**src/rtl/cpu_pkg.sv**
```systemverilog
// Shared encodings for the multicycle CPU control path: opcodes, sequencer
// states, write-back and next-PC selects, and the opcode decode record.
package cpu_pkg;

  localparam int unsigned OPCODE_W  = 7;
  localparam int unsigned STATE_W   = 3;
  localparam int unsigned INSTRET_W = 32;

  localparam logic [OPCODE_W-1:0] OPC_LUI    = 7'b0110111;
  localparam logic [OPCODE_W-1:0] OPC_AUIPC  = 7'b0010111;
  localparam logic [OPCODE_W-1:0] OPC_JAL    = 7'b1101111;
  localparam logic [OPCODE_W-1:0] OPC_JALR   = 7'b1100111;
  localparam logic [OPCODE_W-1:0] OPC_BRANCH = 7'b1100011;
  localparam logic [OPCODE_W-1:0] OPC_LOAD   = 7'b0000011;
  localparam logic [OPCODE_W-1:0] OPC_STORE  = 7'b0100011;
  localparam logic [OPCODE_W-1:0] OPC_OP_IMM = 7'b0010011;
  localparam logic [OPCODE_W-1:0] OPC_OP     = 7'b0110011;
  localparam logic [OPCODE_W-1:0] OPC_FENCE  = 7'b0001111;

  typedef enum logic [STATE_W-1:0] {
    ST_RESET = 3'd0,
    ST_FETCH = 3'd1,
    ST_DEC1  = 3'd2,
    ST_DEC2  = 3'd3,
    ST_EXEC  = 3'd4,
    ST_MEM   = 3'd5,
    ST_WB    = 3'd6,
    ST_TRAP  = 3'd7
  } state_e;

  typedef enum logic [1:0] {
    WB_ALU = 2'd0,
    WB_MEM = 2'd1,
    WB_PC4 = 2'd2,
    WB_IMM = 2'd3
  } wb_sel_e;

  typedef enum logic [1:0] {
    PC_SEQ = 2'd0,
    PC_REL = 2'd1,
    PC_ALU = 2'd2
  } pc_sel_e;

  // How the next PC is chosen; BRANCH defers to the registered comparator flag.
  typedef enum logic [1:0] {
    PCC_SEQ    = 2'd0,
    PCC_JAL    = 2'd1,
    PCC_JALR   = 2'd2,
    PCC_BRANCH = 2'd3
  } pc_class_e;

  typedef struct packed {
    logic      legal;
    logic      writes_rd;
    logic      is_mem;
    logic      is_store;
    logic      use_imm;
    wb_sel_e   wb_sel;
    pc_class_e pc_class;
  } dec_t;

endpackage

```
**src/rtl/cpu_opcode_decode.sv**
```systemverilog
// Combinational opcode classifier feeding the control sequencer.
module cpu_opcode_decode
  import cpu_pkg::*;
(
  input  logic [OPCODE_W-1:0] opcode,
  output dec_t                dec
);

  always_comb begin
    dec          = '0;
    dec.wb_sel   = WB_ALU;
    dec.pc_class = PCC_SEQ;
    case (opcode)
      OPC_LUI: begin
        dec.legal     = 1'b1;
        dec.writes_rd = 1'b1;
        dec.use_imm   = 1'b1;
        dec.wb_sel    = WB_IMM;
      end
      OPC_AUIPC, OPC_OP_IMM: begin
        dec.legal     = 1'b1;
        dec.writes_rd = 1'b1;
        dec.use_imm   = 1'b1;
      end
      OPC_JAL: begin
        dec.legal     = 1'b1;
        dec.writes_rd = 1'b1;
        dec.use_imm   = 1'b1;
        dec.wb_sel    = WB_PC4;
        dec.pc_class  = PCC_JAL;
      end
      OPC_JALR: begin
        dec.legal     = 1'b1;
        dec.writes_rd = 1'b1;
        dec.use_imm   = 1'b1;
        dec.wb_sel    = WB_PC4;
        dec.pc_class  = PCC_JALR;
      end
      OPC_BRANCH: begin
        dec.legal    = 1'b1;
        dec.pc_class = PCC_BRANCH;
      end
      OPC_LOAD: begin
        dec.legal     = 1'b1;
        dec.writes_rd = 1'b1;
        dec.is_mem    = 1'b1;
        dec.use_imm   = 1'b1;
        dec.wb_sel    = WB_MEM;
      end
      OPC_STORE: begin
        dec.legal    = 1'b1;
        dec.is_mem   = 1'b1;
        dec.is_store = 1'b1;
        dec.use_imm  = 1'b1;
      end
      OPC_OP: begin
        dec.legal     = 1'b1;
        dec.writes_rd = 1'b1;
      end
      OPC_FENCE: begin
        dec.legal   = 1'b1;
        dec.use_imm = 1'b1;
      end
      default: ;
    endcase
  end

endmodule

```
**src/rtl/cpu_control_fsm.sv**
```systemverilog
// Multicycle sequencer: fetch, two-cycle register read, execute, memory
// access and write-back, with retired-instruction counting and illegal trap.
module cpu_control_fsm
  import cpu_pkg::*;
(
  input  logic                 i_clk,
  input  logic                 i_rst,
  input  logic [OPCODE_W-1:0]  i_opcode,
  input  logic                 i_branch_taken,
  input  logic                 i_mem_ack,
  output logic                 o_mem_req,
  output logic                 o_mem_we,
  output logic                 o_addr_sel,
  output logic                 o_ir_load,
  output logic                 o_rf_load,
  output logic [1:0]           o_wb_sel,
  output logic                 o_alu_src_b,
  output logic                 o_pc_load,
  output logic [1:0]           o_pc_sel,
  output logic                 o_fault,
  output logic [INSTRET_W-1:0] o_instret
);

  state_e                state_q, state_d;
  logic                  branch_q;
  logic [INSTRET_W-1:0]  instret_q;
  dec_t                  dec;

  cpu_opcode_decode u_decode (
    .opcode (i_opcode),
    .dec    (dec)
  );

  always_ff @(posedge i_clk or posedge i_rst) begin
    if (i_rst) state_q <= ST_RESET;
    else       state_q <= state_d;
  end

  always_comb begin
    state_d = state_q;
    case (state_q)
      ST_RESET: state_d = ST_FETCH;
      ST_FETCH: if (i_mem_ack) state_d = ST_DEC1;
      ST_DEC1:  state_d = ST_DEC2;
      ST_DEC2:  state_d = dec.legal ? ST_EXEC : ST_TRAP;
      ST_EXEC:  state_d = dec.is_mem ? ST_MEM : ST_WB;
      ST_MEM:   if (i_mem_ack) state_d = ST_WB;
      ST_WB:    state_d = ST_FETCH;
      ST_TRAP:  state_d = ST_TRAP;
      default:  state_d = ST_RESET;
    endcase
  end

  // Comparator result is captured as EXEC exits so WB sees a stable decision.
  always_ff @(posedge i_clk or posedge i_rst) begin
    if (i_rst)                  branch_q <= 1'b0;
    else if (state_q == ST_EXEC) branch_q <= i_branch_taken;
  end

  always_ff @(posedge i_clk or posedge i_rst) begin
    if (i_rst)                instret_q <= '0;
    else if (state_q == ST_WB) instret_q <= instret_q + INSTRET_W'(1);
  end

  assign o_instret = instret_q;

  // Moore decode; only o_ir_load looks at the live ack, and only in FETCH.
  always_comb begin
    o_mem_req   = 1'b0;
    o_mem_we    = 1'b0;
    o_addr_sel  = 1'b0;
    o_ir_load   = 1'b0;
    o_rf_load   = 1'b0;
    o_wb_sel    = WB_ALU;
    o_alu_src_b = 1'b0;
    o_pc_load   = 1'b0;
    o_pc_sel    = PC_SEQ;
    o_fault     = 1'b0;
    case (state_q)
      ST_FETCH: begin
        o_mem_req = 1'b1;
        o_ir_load = i_mem_ack;
      end
      ST_EXEC: o_alu_src_b = dec.use_imm;
      ST_MEM: begin
        o_mem_req  = 1'b1;
        o_addr_sel = 1'b1;
        o_mem_we   = dec.is_store;
      end
      ST_WB: begin
        o_pc_load = 1'b1;
        o_rf_load = dec.writes_rd;
        o_wb_sel  = dec.wb_sel;
        case (dec.pc_class)
          PCC_JAL:    o_pc_sel = PC_REL;
          PCC_JALR:   o_pc_sel = PC_ALU;
          PCC_BRANCH: o_pc_sel = branch_q ? PC_REL : PC_SEQ;
          default:    o_pc_sel = PC_SEQ;
        endcase
      end
      ST_TRAP: o_fault = 1'b1;
      default: ;
    endcase
  end

endmodule

```
**config.mk**
```make
export PLATFORM = sky130hd
export DESIGN_NAME = cpu_control_fsm
export DESIGN_NICKNAME = d
export VERILOG_FILES = /design/src/rtl/cpu_pkg.sv /design/src/rtl/cpu_opcode_decode.sv /design/src/rtl/cpu_control_fsm.sv
export SDC_FILE = /design/constraint.sdc
export NUM_CORES = 1
export LEC_CHECK = 0
export CAP_MARGIN = 0
export CELL_PAD_IN_SITES_DETAIL_PLACEMENT = 0
export CELL_PAD_IN_SITES_GLOBAL_PLACEMENT = 2
export CORE_ASPECT_RATIO = 2
export CORE_MARGIN = 1
export CORE_UTILIZATION = 31
export DETAILED_ROUTE_END_ITERATION = 12
export GPL_TIMING_DRIVEN = 0
export PLACE_DENSITY_LB_ADDON = 0.25
export SLEW_MARGIN = 20
export SYNTH_ARGS = -nofsm -noshare
export SYNTH_HDL_FRONTEND = slang
export SYNTH_SLANG_ARGS = --single-unit
```
**constraint.sdc**
```tcl
create_clock -name i_clk -period 5.2 [get_ports i_clk]
set_input_delay 0.78 -clock i_clk [delete_from_list [all_inputs] [get_ports i_clk]]
set_output_delay 0.78 -clock i_clk [all_outputs]
set_load 0.1 [all_outputs]
```
==> impl_summary.md, run 1 <==
Outcome
The final reports fail on design-rule violations. The run finished, with violations left.

Timing
The share of the clock period used by the worst path is 84.5%. Static timing analysis puts the maximum clock frequency at 227 MHz. The transition time at the pin with the least slew margin is 1.01 ns. The final max-slew violation count is 0. The final count of negative-setup-slack endpoints is 0.

The clock tree skew after final layout is 0.00604 ns. The accumulated negative setup slack is 0 ns. The count of endpoints failing hold in the final timing report is 0. Subtracting the final worst setup slack from the clock period gives 4.40 ns. The remaining max-slew budget at the tightest pin is 32.6%. The final hold slack is 0.469 ns. Setup repair after global routing left no endpoint under its margin.

Synthesis
The post-synthesis cell type count is 37. The number of warnings printed during yosys synthesis is 0. For this run, the register share of the synthesized area comes to 47.6%. The number of enable-type register cells in the synthesized netlist is 0.

The area share of the largest cell type after synthesis is 47.6%. The post-synth net total is 204. The post-synthesis area per instance is 9.87 µm².

The prevailing post-synth register cell is sky130_fd_sc_hd__dfrtp_1. By area the synthesized netlist is led by sky130_fd_sc_hd__dfrtp_1 48%, sky130_fd_sc_hd__xnor2_1 10%, sky130_fd_sc_hd__xor2_1 4.6%. The synthesized flop and latch total is 36. For this run, asynchronously set or reset flops after synthesis account for 100%. After technology mapping, the gate count stands at 192.

Summing every instance area after synthesis gives 1890 µm². The largest total area in the synthesized netlist belongs to sky130_fd_sc_hd__dfrtp_1.

Clocking
In this run the number of H-tree levels came out at 2. The clock sink count is 36. The hold buffer count at cts is 0. The maximum clock path buffer count is 2. In this run, CTS created clock tree buffers numbering 5. The post-CTS setup-driven buffer insertion count is 0. The count of cells resized by post-cts repair is 0. Clock-pin slew was measured on the worst setup and hold paths at 0.05 ns. The later-pin clock latency in the skew report is 0.28 ns. The tree is rooted in a sky130_fd_sc_hd__clkbuf_16.

The CTS tree is yes.

Worst setup path
The critical path startpoint category is an input port. Among all stages on the critical path, the largest delay is contributed by sky130_fd_sc_hd__clkdlybuf4s50_1. Of all nets on the critical path, the largest fanout is 7. The total buffers and inverters traversed by the critical path is 2. The critical path goes through clkdlybuf4s50_1 -> nor2b_1 -> nand3_1 -> a221oi_1 -> and2_1 -> clkdlybuf4s50_1.

The type of element capturing the critical path is an output port. For this run, the slowest stage of the critical path takes 1.13 ns. STA puts the critical path data required time at 4.42 ns.

Broken down by cell family, the worst path's largest delay share belongs to buffers and inverters. The critical path class is in -> out. The most prevalent standard cell on the critical path is sky130_fd_sc_hd__clkdlybuf4s50_1. For the worst setup path, the data arrival time is 3.62 ns.

Floorplanning
The number of primary I/O pins is 55. The starting density of the core is 31.8%. The die covers 6450 µm².

In this run the standard cell core region covers 5960 µm². The initialized floorplan defines 40 standard-cell rows. The die is 57.3 µm wide. The height of the chip is 113 µm.

Power and ir drop
The total power per unit cell area is 415 nW/µm². The total power is 1.11 mW. Summed over all cells, the static leakage comes to 1.09 nW. Across the VDD grid, the largest voltage drop is 0.354 mV.

GRT
The number of global-route vias before repair is 1616. Summed over all layers, the global routing overflow is 0. Entering global routing, the biggest net connects 32 pins. The number of antenna violations at the first check in global routing was 0. The first global-routing pass estimated 8.35 mm of wire.

The total routing resource utilization after global routing is 17.2%.

Route
The routed wirelength normalized by instance count is 15.4 µm. For this block, the via count after detailed routing is 1641. The via density per instance is 5.19.

After detailed routing, the number of remaining DRC violations is 5. Before antenna repair, the detailed router went through 11 iterations. The detailed router finished its first iteration with 56 violations. For this block, the routed nets add up to 4.86 mm of wire. Once detail routing completed, the nets flagged for antenna violations numbered 0.

Cells and area
The area growth from synthesis to layout is 41.2%. The count of filler cells inserted in the layout is 592. The post-route netlist has 9.09% of its cells at a drive strength greater than 1. The most common cell after layout, fill and taps aside is sky130_fd_sc_hd__clkdlybuf4s50_1. The final cell count without fillers is 316. The net count reported at finish is 264. The diode insertion count for antenna repair is 0.

The library cells used most frequently in the layout, excluding fill and tap cells, are 52 x sky130_fd_sc_hd__clkdlybuf4s50_1, 36 x sky130_fd_sc_hd__dfrtp_1, 22 x sky130_fd_sc_hd__xnor2_1. The final standard cell area without fillers is 2680 µm².

Run
Across the run, the number of max-cap violations was 0.

Min path
The min-delay analysis places its worst path in the category reg -> reg.

Placement
At the end of routability-driven placement, the weighted congestion stood at 0.735. The count of buffers added on input and output ports is 52. The number of placed instances with taps included is 308. The half-perimeter wire length after placement is 3.59 mm.

Summing all placed instances gives a cell area of 2530 µm².
==> final cells by class <==
type / count / area, µm² / share of cell area [%]
Buffer: 8 / 31.3 / 1.17
Clock buffer: 6 / 139 / 5.19
Clock inverter: 2 / 10.0 / 0.374
Inverter: 6 / 22.5 / 0.842
Multi-Input combinational cell: 142 / 952 / 35.6
Sequential cell: 36 / 901 / 33.7
Tap cell: 63 / 78.8 / 2.95
Timing Repair Buffer: 53 / 541 / 20.2
==> power breakdown <==
part	switching [mW]	internal [mW]	leakage, nW
registers	0.0407	0.313	0.486
clock network	0.112	0.189	0.0766
logic	0.335	0.121	0.531
total	0.487	0.623	1.09
==> sequential cells by signal, indices dropped and copies added (netlist names), named ones only <==
register,count
branch_q,1
o_instret,32
state_q,2
==> final timing paths <==
| check | slack, ns | start | end | cells after the start |
|---|---|---|---|---|
| min in group asynchronous | 0.71 | i_rst | o_instret[1] | 2 |
| max in group asynchronous | 4.09 | i_rst | o_instret[26] | 3 |
| min | 0.47 | o_instret[31] | o_instret[31] | 1 |
| max | 0.80 | i_opcode[6] | o_alu_src_b | 6 |
| max reg2reg | 3.18 | state_q[0] | o_instret[23] | 5 |
| min reg2reg | 0.47 | o_instret[31] | o_instret[31] | 1 |
==> cell usage after synthesis, types with 2 or more instances <==
cell,instances
sky130_fd_sc_hd__a21oi_1,3
sky130_fd_sc_hd__and2_1,5
sky130_fd_sc_hd__and3_1,6
sky130_fd_sc_hd__and4_1,4
sky130_fd_sc_hd__clkbuf_1,7
sky130_fd_sc_hd__dfrtp_1,36
sky130_fd_sc_hd__inv_1,6
sky130_fd_sc_hd__mux2_2,2
sky130_fd_sc_hd__nand2_1,18
sky130_fd_sc_hd__nand3_1,11
sky130_fd_sc_hd__nand3b_1,2
sky130_fd_sc_hd__nand4_1,11
sky130_fd_sc_hd__nor2_1,11
sky130_fd_sc_hd__nor2b_1,2
sky130_fd_sc_hd__nor3_1,5
sky130_fd_sc_hd__nor3b_1,2
sky130_fd_sc_hd__nor4_1,3
sky130_fd_sc_hd__nor4_2,2
sky130_fd_sc_hd__o21ai_0,7
sky130_fd_sc_hd__or2_2,2
sky130_fd_sc_hd__xnor2_1,22
sky130_fd_sc_hd__xor2_1,10
==> through the flow <==
stage / util [%] / setup WS (ns)
global placement: 42.1 / 0.788
finish: 44.9 / 0.804
detailed placement: 42.4 / 0.802
floorplan: - / -0.0445
CTS: 44.9 / 0.781
global route: 44.9 / 0.661
==> cell families (layout without fill, tap and decap cells) <==
| kind of cell | count (synthesis) | count (layout) | synth area share, % |
|---|---|---|---|
| adders and majority gates | 1 | 1 | 0.660 |
| buffers and inverters | 14 | 75 | 2.84 |
| and+or+nand+nor | 91 | 91 | 27.8 |
| AOI/OAI and AO/OA | 16 | 16 | 5.15 |
| xor gates and xnor gates | 32 | 32 | 14.8 |
| DFF | 36 | 36 | 47.6 |
| muxes | 2 | 2 | 1.19 |
==> per-layer routing <==
layer	track usage, %	routed length, µm
met1	18.3	1810
met3	3.69	182
met2	31.2	2770
met4	7.80	102
met5	0	0
Note: power is estimated with default switching activity, not from simulation.
==> run 2: changes to the inputs <==
--- a/config.mk
+++ b/config.mk
@@ -10,7 +10,7 @@
 export CELL_PAD_IN_SITES_GLOBAL_PLACEMENT = 2
 export CORE_ASPECT_RATIO = 2
 export CORE_MARGIN = 1
-export CORE_UTILIZATION = 31
+export CORE_UTILIZATION = 26
 export DETAILED_ROUTE_END_ITERATION = 12
 export GPL_TIMING_DRIVEN = 0
 export PLACE_DENSITY_LB_ADDON = 0.25
==> constraint.sdc (replaced) <==
create_clock -name i_clk -period 3.9 [get_ports i_clk]
set_input_delay 0.585 -clock i_clk [delete_from_list [all_inputs] [get_ports i_clk]]
set_output_delay 0.585 -clock i_clk [all_outputs]
set_load 0.1 [all_outputs]
==> run 2 against run 1 <==
  * The flow now finishes without violations
  * Power increased by 32%
  * Sequential power up 33%
  * Final area rose by 2.0%
  * Critical path type unchanged
  * Critical endpoint is now o_rf_load
  * Largest power group unchanged
==> impl_summary.md, run 2 (synthesis results as in run 1) <==
Timing
Dividing the final minimum period by the clock period gives 93.2%. The final critical path time including I/O delays and setup is 3.63 ns. Timing would allow up to 275 MHz. The final count of negative-setup-slack endpoints is 0 (unchanged). The transition time at the pin with the least slew margin is 0.985 ns (was 1.01 ns). Unrepaired setup endpoints after global routing: false (unchanged). The remaining max-slew budget at the tightest pin is 33.8% (was 32.6%). The count of endpoints failing hold in the final timing report is 0 (unchanged).

The clock tree skew after final layout is 0.00640 ns (was 0.00604 ns). The final max-slew violation count is 0 (unchanged).

Route
The wire length reported by the detailed router is 5.02 mm (was 4.86 mm). The iteration-0 DRC count of the detailed router is 70 (was 56). The via density per instance is 4.75 (was 5.19).

The routed wirelength normalized by instance count came to 14.7 µm (was 15.4 µm). The first-pass iteration count of the detailed router is 4 (was 11). The via count of the routed design came to 1624 (was 1641). The number of antenna-violating nets in the routed design is 0 (unchanged). The detailed-route DRC error count was 0 (was 5).

Cells and area
The net count reported at finish is 264 (unchanged). Leading cell types in the layout, fill and taps excluded: 48 x sky130_fd_sc_hd__clkdlybuf4s50_1, 36 x sky130_fd_sc_hd__dfrtp_1, 22 x sky130_fd_sc_hd__xnor2_1 (was 52 x sky130_fd_sc_hd__clkdlybuf4s50_1, 36 x sky130_fd_sc_hd__dfrtp_1, 22 x sky130_fd_sc_hd__xnor2_1). The most common cell after layout, fill and taps aside is sky130_fd_sc_hd__clkdlybuf4s50_1 (unchanged). The number of flip-flops in the largest register is 32 (unchanged). The layout cell share with drive strength beyond 1 was 9.92% (was 9.09%).

The count of filler cells inserted in the layout came to 718 (was 592). The diode insertion count for antenna repair came to 0 (unchanged). The final standard cell area without fillers is 2730 µm² (was 2680 µm²). The area growth from synthesis to layout is 44.0% (was 41.2%).

Worst setup path
The end point of the critical path is o_rf_load (was o_alu_src_b). The most prevalent standard cell on the critical path is sky130_fd_sc_hd__clkdlybuf4s50_1 (unchanged). The critical path data required time is 3.31 ns (was 4.42 ns). The worst reg2reg path endpoint is o_instret[25] (was o_instret[23]). The maximum single-stage delay on the critical path was 1.15 ns (was 1.13 ns). The critical path startpoint category was an input port (unchanged).

The source of the worst register-to-register timing path was state_q[0] (unchanged). The critical path depth in cells is 5 (was 6). The master of the slowest instance on the critical path is sky130_fd_sc_hd__clkdlybuf4s50_1 (unchanged). The depth of the most critical reg-to-reg path came to 5 (unchanged).

The family with the most delay on the worst path was buffers and inverters (unchanged). The biggest fanout along the worst timing path is 7 (unchanged). The total buffers and inverters traversed by the critical path is 2 (unchanged). The critical path startpoint is i_opcode[6] (unchanged). The type of element capturing the critical path is an output port (unchanged).

The critical path class is in -> out (unchanged). The flop-to-flop setup slack came to 1.82 ns (was 3.18 ns). The data arrival time at the worst-slack endpoint is 3.05 ns (was 3.62 ns).

Ordered cell list for the critical path: clkdlybuf4s50_1 -> nor2b_1 -> nand3_1 -> a21oi_1 -> clkdlybuf4s50_1 (was clkdlybuf4s50_1 -> nor2b_1 -> nand3_1 -> a221oi_1 -> and2_1 -> clkdlybuf4s50_1).

Clocking
The number of buffers created by CTS is 5 (unchanged). The maximum clock path buffer count was 2 (unchanged). The master cell of the clock root buffer is sky130_fd_sc_hd__clkbuf_16 (unchanged).

The CTS tree is yes (unchanged). The clock sink count is 36 (unchanged). The post-CTS setup-driven buffer insertion count is 0 (unchanged). The later-pin clock latency in the skew report came to 0.28 ns (about the same). The clock-pin slew of the registers on the worst-case setup and hold paths came to 0.06 ns (was 0.05 ns). The H-tree depth reported by CTS is 2 (unchanged).

Outcome
Run status: completed (was complete, but fails checks).

Placement
The half-perimeter wire length after placement was 3.80 mm (was 3.59 mm). The routability-driven placement congestion ratio is 0.740 (was 0.735). The placed instance area was 2590 µm² (was 2530 µm²). The count of buffers inserted at the top-level ports is 52 (unchanged).

GRT
The largest net degree at the start of global routing is 33 (was 32). The total routing resource utilization after global routing is 14.6% (was 17.2%). The number of global-route vias before repair came to 1646 (was 1616). The first-pass GRT wire length is 8.39 mm (was 8.35 mm). The remaining global-route overflow is 0 (unchanged). The number of antenna violations at the first check in global routing is 0 (unchanged).

Min path
The type of the worst min-delay path is reg -> reg (unchanged).

Power and ir drop
The total power came to 1.46 mW (was 1.11 mW). The worst ir drop on vdd is 0.406 mV (was 0.354 mV). The total leakage power is 1.14 nW (was 1.09 nW).

The total power per unit cell area was 536 nW/µm² (was 415 nW/µm²).

Floorplanning
The area enclosed by the die boundary was 7650 µm² (was 6450 µm²). The total core area came to 6990 µm² (was 5960 µm²). The die width is 62.4 µm (was 57.3 µm). The starting density of the core came to 27.1% (was 31.8%). The number of primary I/O pins was 55 (unchanged). The height of the chip is 123 µm (was 113 µm).

The number of placement rows is 43 (was 40).

Run
The number of max-capacitance violations reported was 0 (unchanged).
run 2: how the worst min path moves through the flow:
| stage | from | to | slack [ns] | cells past startpoint |
|---|---|---|---|---|
| 2_1_floorplan | branch_q | branch_q | 0.48 | 1 |
| 3_3_place_gp | o_instret[31] | o_instret[31] | 0.46 | 1 |
| 3_5_place_dp | o_instret[31] | o_instret[31] | 0.46 | 1 |
| 4_1_cts | o_instret[31] | o_instret[31] | 0.48 | 1 |
| 5_1_grt | o_instret[31] | o_instret[31] | 0.50 | 1 |
| 6_report | o_instret[31] | o_instret[31] | 0.47 | 1 |
run 2: layout make-up:
class | instances | area, µm² | share of cell area [%]
buffer | 8 | 31.3 | 1.15
inverter | 6 | 22.5 | 0.826
tap | 90 | 113 | 4.13
sequential | 36 | 901 | 33.0
clock inverter | 1 | 5.00 | 0.183
timing repair buffer | 53 | 546 | 20.0
clock buffer | 6 | 129 | 4.72
multi-input combinational | 142 | 981 | 36.0
run 2: routing by layer:
metal	wire, µm	vias to the layer above	global-route usage, %
li1	-	786	-
met1	1770	788	13.5
met2	2960	45	29.3
met3	187	5	3.16
met4	108	0	6.98
met5	0	-	0
run 2: per-stage QoR:
| step | hold slack (ns) | util [%] | instances | setup slack, ns | setup TNS, ns |
|---|---|---|---|---|---|
| floorplan | 0.481 | - | 192 | -0.488 | -0.616 |
| global placement | 0.463 | 36.7 | 334 | -0.398 | -0.457 |
| detailed placement | 0.464 | 37.0 | 335 | -0.335 | -0.372 |
| finish | 0.469 | 39.0 | 342 | 0.267 | 0 |
| CTS | 0.475 | 38.9 | 342 | 0.0334 | 0 |
| global route | 0.498 | 39.0 | 342 | 0.0796 | 0 |
run 2: repair_timing:
item / in CTS / in global routing
hold buffers: 0 / 0
cloned: 0 / 0
gates resized for setup: 4 / 2
setup endpoints to repair: 2 / 2
run 2: where the power goes:
part           switching (mW)  internal (mW)  leakage, nW
clock network           0.150          0.232       0.0667
logic                   0.447          0.162        0.583
registers              0.0538          0.418        0.486
total                   0.651          0.812         1.14
==> run 3: changes to the inputs <==
--- a/config.mk
+++ b/config.mk
@@ -5,7 +5,6 @@
 export SDC_FILE = /design/constraint.sdc
 export NUM_CORES = 1
 export LEC_CHECK = 0
-export CAP_MARGIN = 0
 export CELL_PAD_IN_SITES_DETAIL_PLACEMENT = 0
 export CELL_PAD_IN_SITES_GLOBAL_PLACEMENT = 2
 export CORE_ASPECT_RATIO = 2
==> results of run 3 <==
The final DEF is identical to that of run 2; final timing and power are the same.
